===== config.mk =====
export PLATFORM = sky130hd
export DESIGN_NAME = fetch_stage_flat
export DESIGN_NICKNAME = d
export VERILOG_FILES = /design/src/rtl/fetch_stage_pkg.sv /design/src/rtl/fetch_stage_if.sv /design/src/rtl/fetch_stage_pc_next_sel.sv /design/src/rtl/fetch_stage.sv /design/src/flat_wrapper.sv
export SDC_FILE = /design/constraint.sdc
export NUM_CORES = 1
export LEC_CHECK = 0
export ABC_AREA = 1
export BUFFER_PORTS_ARGS = -buffer_cell sky130_fd_sc_hd__buf_2
export CORE_UTILIZATION = 51
export DETAILED_ROUTE_END_ITERATION = 6
export PLACE_DENSITY = 0.81
export SETUP_SLACK_MARGIN = 0.15
export SLEW_MARGIN = 10
export SYNTH_ARGS = -nofsm -noshare
export SYNTH_HDL_FRONTEND = slang
export SYNTH_SLANG_ARGS = --single-unit

===== constraint.sdc =====
create_clock -name clk -period 2.08 [get_ports clk]
set_input_delay 0.208 -clock clk [delete_from_list [all_inputs] [get_ports clk]]
set_output_delay 0.208 -clock clk [all_outputs]
set_load 0.005 [all_outputs]

===== src/rtl/fetch_stage_pkg.sv =====
// ---------------------------------------------------------------------------
// fetch_stage_pkg
// Shared CPU definitions used by the fetch stage and its instruction-memory
// interface: the fetch FSM state encoding, the 32-bit word type, the NOP
// encoding loaded into IF/ID on reset, the default reset PC and the "no
// instruction yet" marker driven on pc_out out of reset.
// ---------------------------------------------------------------------------
package fetch_stage_pkg;

    typedef logic [31:0] word_t;

    // BOOT is the single idle cycle after reset; WAIT keeps a request open
    // while memory is not ready; HOLD parks the stage while the hazard unit
    // stalls, and also provides the one idle bus cycle after an abandoned
    // request.
    typedef enum logic [1:0] {
        BOOT  = 2'd0,
        FETCH = 2'd1,
        WAIT  = 2'd2,
        HOLD  = 2'd3
    } fetch_state_t;

    localparam word_t NOP_INSTR        = 32'h0000_0000;
    localparam word_t RESET_PC_DEFAULT = 32'h0000_0000;
    localparam word_t PC_INVALID       = 32'hFFFF_FFFF;

endpackage


===== src/rtl/fetch_stage_if.sv =====
// ---------------------------------------------------------------------------
// fetch_stage_if
// Instruction-memory read bus between the fetch stage (master) and the
// instruction memory (slave).
//   imem_req   : master -> slave, read request
//   imem_addr  : master -> slave, read address, stable while req && !ready
//   imem_ready : slave -> master, request accepted, data valid same cycle
//   imem_rdata : slave -> master, instruction word
// ---------------------------------------------------------------------------
interface fetch_stage_if;
    import fetch_stage_pkg::*;

    logic  imem_req;
    word_t imem_addr;
    logic  imem_ready;
    word_t imem_rdata;

    modport master (
        output imem_req,
        output imem_addr,
        input  imem_ready,
        input  imem_rdata
    );

    modport slave (
        input  imem_req,
        input  imem_addr,
        output imem_ready,
        output imem_rdata
    );

endinterface


===== src/rtl/fetch_stage_pc_next_sel.sv =====
// ---------------------------------------------------------------------------
// fetch_stage_pc_next_sel
// Combinational next fetch-PC priority mux: redirect > hold > sequential.
//   i_redirect    : take i_redirect_pc
//   i_hold        : keep the current fetch PC (no instruction accepted)
//   i_redirect_pc : branch/jump target
//   i_fetch_pc    : current fetch PC
//   o_next_pc     : fetch PC for the next cycle
// ---------------------------------------------------------------------------
module fetch_stage_pc_next_sel
    import fetch_stage_pkg::*;
#(
    parameter int unsigned PC_STEP = 4
) (
    input  logic  i_redirect,
    input  logic  i_hold,
    input  word_t i_redirect_pc,
    input  word_t i_fetch_pc,
    output word_t o_next_pc
);

    // Sequential increment wraps naturally at 32 bits.
    always_comb begin
        o_next_pc = i_fetch_pc + 32'(PC_STEP);
        if (i_redirect) begin
            o_next_pc = i_redirect_pc;
        end else if (i_hold) begin
            o_next_pc = i_fetch_pc;
        end
    end

endmodule


===== src/rtl/fetch_stage.sv =====
// ---------------------------------------------------------------------------
// fetch_stage
// Instruction fetch stage: issues reads on the instruction-memory bus and
// presents the returned instruction and its address to the IF/ID register.
//   clk         : clock, all state on posedge
//   reset       : asynchronous, active-low reset
//   stall       : hazard-unit hold of the presented instruction
//   redirect    : taken branch/jump this cycle, target on redirect_pc
//   redirect_pc : redirect target address
//   imem        : instruction-memory bus (master side)
//   pc_out      : address of the instruction presented to IF/ID
//   instr_out   : instruction presented to IF/ID
//   kill1       : IF/ID must load a NOP instead of instr_out this cycle
// ---------------------------------------------------------------------------
module fetch_stage
    import fetch_stage_pkg::*;
#(
    parameter word_t       RESET_PC = RESET_PC_DEFAULT,
    parameter int unsigned PC_STEP  = 4
) (
    input  logic          clk,
    input  logic          reset,
    input  logic          stall,
    input  logic          redirect,
    input  word_t         redirect_pc,
    fetch_stage_if.master imem,
    output word_t         pc_out,
    output word_t         instr_out,
    output logic          kill1
);

    fetch_state_t r_state;
    fetch_state_t w_state_next;
    word_t        r_fetch_pc;
    word_t        r_pc_out;
    word_t        r_instr_out;
    word_t        w_next_pc;
    logic         r_valid;
    logic         w_valid_next;
    logic         w_redirect;
    logic         w_hold;
    logic         w_req;
    logic         w_capture;
    logic         w_abandon;

    // r_valid: pc_out/instr_out carry an instruction IF/ID has not consumed.
    // While that instruction is stalled we must neither fetch nor overwrite it.
    assign w_redirect = redirect && (r_state != BOOT);
    assign w_hold     = stall && r_valid;
    assign w_capture  = w_req && imem.imem_ready && !w_redirect;
    // A redirect while a request is open but not accepted must leave the bus
    // idle for one cycle before a different address may be presented.
    assign w_abandon  = w_redirect && w_req && !imem.imem_ready;

    assign imem.imem_req  = w_req;
    assign imem.imem_addr = r_fetch_pc;
    assign pc_out         = r_pc_out;
    assign instr_out      = r_instr_out;

    // State register.
    always_ff @(posedge clk or negedge reset) begin
        if (!reset) begin
            r_state <= BOOT;
        end else begin
            r_state <= w_state_next;
        end
    end

    // Next state, request and kill. An instruction is consumed by IF/ID in any
    // cycle stall is low, so without a new capture the presented one expires.
    always_comb begin
        w_state_next = r_state;
        w_req        = ((r_state == FETCH) || (r_state == WAIT)) && !w_hold;
        w_valid_next = stall ? r_valid : 1'b0;
        kill1        = !r_valid || w_redirect;

        case (r_state)
            FETCH, WAIT: begin
                if (w_capture) begin
                    w_state_next = FETCH;
                end else if (w_hold) begin
                    w_state_next = HOLD;
                end else begin
                    w_state_next = WAIT;
                end
            end
            HOLD: begin
                w_state_next = w_hold ? HOLD : FETCH;
            end
            default: begin
                w_state_next = FETCH;
            end
        endcase

        if (w_capture) begin
            w_valid_next = 1'b1;
        end

        if (w_redirect) begin
            w_valid_next = 1'b0;
            w_state_next = w_abandon ? HOLD : FETCH;
        end
    end

    fetch_stage_pc_next_sel #(
        .PC_STEP(PC_STEP)
    ) u_pc_next_sel (
        .i_redirect   (w_redirect),
        .i_hold       (!w_capture),
        .i_redirect_pc(redirect_pc),
        .i_fetch_pc   (r_fetch_pc),
        .o_next_pc    (w_next_pc)
    );

    // Fetch PC and the IF/ID-facing registers.
    always_ff @(posedge clk or negedge reset) begin
        if (!reset) begin
            r_fetch_pc  <= RESET_PC;
            r_pc_out    <= PC_INVALID;
            r_instr_out <= NOP_INSTR;
            r_valid     <= 1'b0;
        end else begin
            r_fetch_pc <= (r_state == BOOT) ? RESET_PC : w_next_pc;
            r_valid    <= w_valid_next;
            if (w_capture) begin
                r_pc_out    <= r_fetch_pc;
                r_instr_out <= imem.imem_rdata;
            end
        end
    end

endmodule

===== src/flat_wrapper.sv =====
// flat-port wrapper written by rule: the top's interface ports become plain ports
module fetch_stage_flat import fetch_stage_pkg::*;
#(
    parameter word_t       RESET_PC = RESET_PC_DEFAULT,
    parameter int unsigned PC_STEP  = 4
)
  (clk, reset, stall, redirect, redirect_pc, pc_out, instr_out, kill1, imem_imem_req, imem_imem_addr, imem_imem_ready, imem_imem_rdata);
  fetch_stage_if imem_i ();
  input  logic clk;
  input  logic reset;
  input  logic stall;
  input  logic redirect;
  input  word_t redirect_pc;
  output word_t pc_out;
  output word_t instr_out;
  output logic kill1;
  output wire logic [$bits(imem_i.imem_req)-1:0] imem_imem_req;
  output wire logic [$bits(imem_i.imem_addr)-1:0] imem_imem_addr;
  input wire logic [$bits(imem_i.imem_ready)-1:0] imem_imem_ready;
  input wire logic [$bits(imem_i.imem_rdata)-1:0] imem_imem_rdata;
  assign imem_imem_req = imem_i.imem_req;
  assign imem_imem_addr = imem_i.imem_addr;
  assign imem_i.imem_ready = imem_imem_ready;
  assign imem_i.imem_rdata = imem_imem_rdata;
  fetch_stage #(.RESET_PC(RESET_PC), .PC_STEP(PC_STEP)) u_core (.clk(clk), .reset(reset), .stall(stall), .redirect(redirect), .redirect_pc(redirect_pc), .imem(imem_i), .pc_out(pc_out), .instr_out(instr_out), .kill1(kill1));
endmodule

==> summary.md <==
| Metric | Value |
|---|---|
| Root buf cell | `clkbuf_8` |
| Max Freq | `550 MHz` |
| Synth-to-layout area growth | `24.6%` |
| Peak VDD IR | `approximately 900 uV` |
| Total Die Area | `10100 um2` |
| Clock skew | `11.0 ps` |
| Worst slew pin tran | `511 ps` |
| Max-slew headroom | `0.659` |
| DR iter-0 viols | `345` |
| Crit Path Category | `flip-flop to flip-flop` |
| Final Instance Area | `6190 um2` |
| Setup TNS | `0 ps` |
| Switch Pwr | `3.71 mW` |
| Clock Latency Late Sink | `370 ps` |
| DP Area | `roughly 5900 um2` |
| Seq pwr share | `0.420` |
| # IOs | `167` |
| Async SR Flop Fraction | `1.00` |
| Post-CTS Setup Inserts | `0` |
| Initial antenna violation count | `0` |
| First-pass GRT wire length | `roughly 22000 um` |
| Nature of the critical path endpoint | `flip-flop` |
| Power, Total | `around 9 mW` |
| Critical path required time | `2360 ps` |
| Total GRT Usage | `0.281` |
| Logic pwr share | `0.420` |
| P_leak | `3.33 nW` |
| Diode count | `0` |
| Hold Path Origin | `imem_imem_rdata[28]` |
| Final Max Tran Viols | `0` |
| H-Tree Depth | `3` |
| YS warnings | `0` |
| Number of global-route vias before repair | `4469` |
| Final hold slack | `16.8 ps` |
| Initial Util | `0.532` |
| Post-synth cell types | `31` |
| Syn Area/Cell | `7.92 um2` |
| Final setup fails | `0` |
| HP Class | `input port to flip-flop` |
| Number of port buffers | `~170` |
| Width of the die | `101 um` |
| Nets | `862` |
| Via count | `4818` |
| Reg-to-reg critical path startpoint | `u_core.r_state[0]$_DFF_PN0_` |
| Most used DFF post-synth | `dfrtp_1` |
| Largest net degree at the start of global routing | `62` |
| # DRC | `0` |
| Total CTS buffers | `9` |
| EDFF count, synth | `0` |
| Max-cap violations | `0` |
| Clock power frac | `0.159` |
| Synth Net Count | `699` |
| Placer congestion estimate | `0.885` |
| Drt pass-1 iters | `7` |
| DR WL/cell | `~15 um` |
| P_int | `5.16 mW` |
| Minimum clock period | `about 1800 ps` |
| Tcrit/Tclk final | `0.874` |
| Power per Cell Area | `between 1000 and 1500 nW/um2` |
| Layout cells sized above 1 | `0.336` |
| Status | `complete, no violations` |
| DRT antenna net count | `0` |
| Final wirelength | `14000 um` |
| Sequential area share after synthesis | `0.507` |
| Util after Layout | `0.663` |
| Critical path startpoint | `u_core.r_state[0]$_DFF_PN0_` |
| Setup crit start kind | `flip-flop` |
| Via/cell ratio | `5.21` |
| Unrepaired setup endpoints after global routing | `false` |
| Core area | `between 9000 and 10000 um2` |
| Bufs on Longest Clock Path | `2` |
| Mapped Cells | `627` |
| Vert. Die Dim | `101 um` |
| Final hold violations | `0` |
| Critical Path AT | `2100 ps` |
| Dpl hpwl | `10200 um` |
| CTS clock-pin slew for the worst setup and hold paths | `100 ps` |
| Congestion Overflow GR | `0` |
| Netlist Area Pre-Place | `4960 um2` |
| Crit-path max FO | `24` |
| CTS Sinks | `99` |
| Switching part of the total | `0.418` |
| #FFs+latches synth | `99` |
| Standard-cell rows | `35` |
| TritonCTS clock tree | `built` |
[metal layers]
metal / wire length, um / global-route usage / part of all wire / vias to the layer above
met1: 6050 / 0.384 / 0.43 / 2249
li1: - / - / - / 2320
met2: 6760 / 0.447 / 0.48 / 204
met3: 825 / 0.0354 / 0.059 / 45
met4: 410 / 0.129 / 0.029 / 0
met5: 0 / 0 / 0 / -
[worst max-delay path, cell delays in order, from the launching register on]
cell     delay [ps]
dfrtp_1         370
inv_1            50
ha_1            320
nand2_2         130
nor2_4           60
inv_2           130
nand2_4         130
inv_4           270
a21oi_1          80
a22oi_1         180
[per-stage QoR]
step                cells  worst slack [ps]
finish                924               262
global route          924               147
CTS                   924               160
detailed placement    907               196
global placement      907               321
floorplan             627               532
[registers in the layout (all words and copies together), names as in the netlist]
signal and flops:
u_core.imem.imem_addr 32, u_core.r_valid 1, u_core.r_state 2, u_core.instr_out 32, u_core.pc_out 32
[layout by cell type (no fill, tap or decap), types with 2 or more instances in the layout]
master	netlist	final
nand2_2	11	11
buf_6	1	2
buf_12	0	2
clkbuf_8	0	10
nand3_1	29	29
nand2_4	3	4
nor2_2	5	5
inv_1	48	48
nor2_1	47	47
bufinv_16	0	2
a21oi_1	22	22
ha_1	3	3
o21ai_0	43	43
buf_4	1	5
nand2_1	227	226
xor2_1	3	3
buf_2	12	165
a22oi_1	6	6
inv_2	11	10
nand4_1	8	8
dfrtp_1	67	67
nand3_2	6	6
o211ai_1	4	4
nor2_4	6	6
nor2_8	2	2
o21ai_1	12	12
dfstp_2	32	32
nor3_1	4	4
[power groups by stage]
stage | Clock (mW) | Combinational [mW] | Sequential [mW]
2_1_floorplan | 0 | 2.10 | 3.70
3_3_place_gp | 0 | 3.55 | 3.70
3_5_place_dp | 0 | 3.69 | 3.74
4_1_cts | 1.44 | 3.71 | 3.71
5_1_grt | 1.51 | 4.20 | 3.83
6_report | 1.41 | 3.73 | 3.73
[kinds of logic (layout without fill, tap and decap cells)]
| kind of cell | Yosys count | in the layout | share of synthesized area |
|---|---|---|---|
| flip-flops | 99 | 99 | 0.507 |
| XOR/XNOR | 3 | 3 | 0.00529 |
| AND/OR/NAND/NOR | 348 | 348 | 0.311 |
| adder cells (fa/ha/maj) | 3 | 3 | 0.00756 |
| buffers and inverters | 82 | 250 | 0.0673 |
| AO/OA/AOI/OAI | 92 | 92 | 0.102 |
[path summary, 6_finish.rpt]
kind | cells past startpoint | endpoint | slack, ps
max | 9 | u_core.imem.imem_addr[11]$_DFFE_PN0P_ | 260
max reg2reg | 9 | u_core.imem.imem_addr[11]$_DFFE_PN0P_ | 260
max in group asynchronous | 3 | u_core.pc_out[24]$_DFFE_PN1P_ | 1070
min | 3 | u_core.instr_out[28]$_DFFE_PN0P_ | 20
min in group asynchronous | 2 | u_core.imem.imem_addr[0]$_DFFE_PN0P_ | 260
min reg2reg | 2 | u_core.pc_out[20]$_DFFE_PN1P_ | 470
[cells in the mapped netlist, types with 2 or more instances]
| cell | number | share of area |
|---|---|---|
| a21oi_1 | 22 | 0.022 |
| a22oi_1 | 6 | 0.0091 |
| buf_2 | 12 | 0.012 |
| clkbuf_1 | 9 | 0.0068 |
| dfrtp_1 | 67 | 0.34 |
| dfstp_2 | 32 | 0.17 |
| ha_1 | 3 | 0.0076 |
| inv_1 | 48 | 0.036 |
| inv_2 | 11 | 0.0083 |
| nand2_1 | 227 | 0.17 |
| nand2_2 | 11 | 0.014 |
| nand2_4 | 3 | 0.0068 |
| nand3_1 | 29 | 0.029 |
| nand3_2 | 6 | 0.012 |
| nand4_1 | 8 | 0.010 |
| nor2_1 | 47 | 0.036 |
| nor2_2 | 5 | 0.0063 |
| nor2_4 | 6 | 0.014 |
| nor2_8 | 2 | 0.0081 |
| nor3_1 | 4 | 0.0040 |
| o211ai_1 | 4 | 0.0060 |
| o21ai_0 | 43 | 0.043 |
| o21ai_1 | 12 | 0.012 |
| xor2_1 | 3 | 0.0053 |
[layout make-up]
cell class | count | area (um2)
Clock inverter | 5 | 85.1
Tap cell | 129 | 161
Timing Repair Buffer | 175 | 936
Multi-Input combinational cell | 446 | 2120
Inverter | 59 | 224
Sequential cell | 99 | 2520
Fill cell | 821 | 3140
Clock buffer | 11 | 141
[repair_timing]
action | 4_1_cts | 5_1_grt
hold buffers | 1 | 0
hold endpoints to repair | 19 | 0
gates resized for setup | 0 | 6
endpoints found under the setup margin | 0 | 24
No activity file was read; power rests on OpenSTA's default activity.
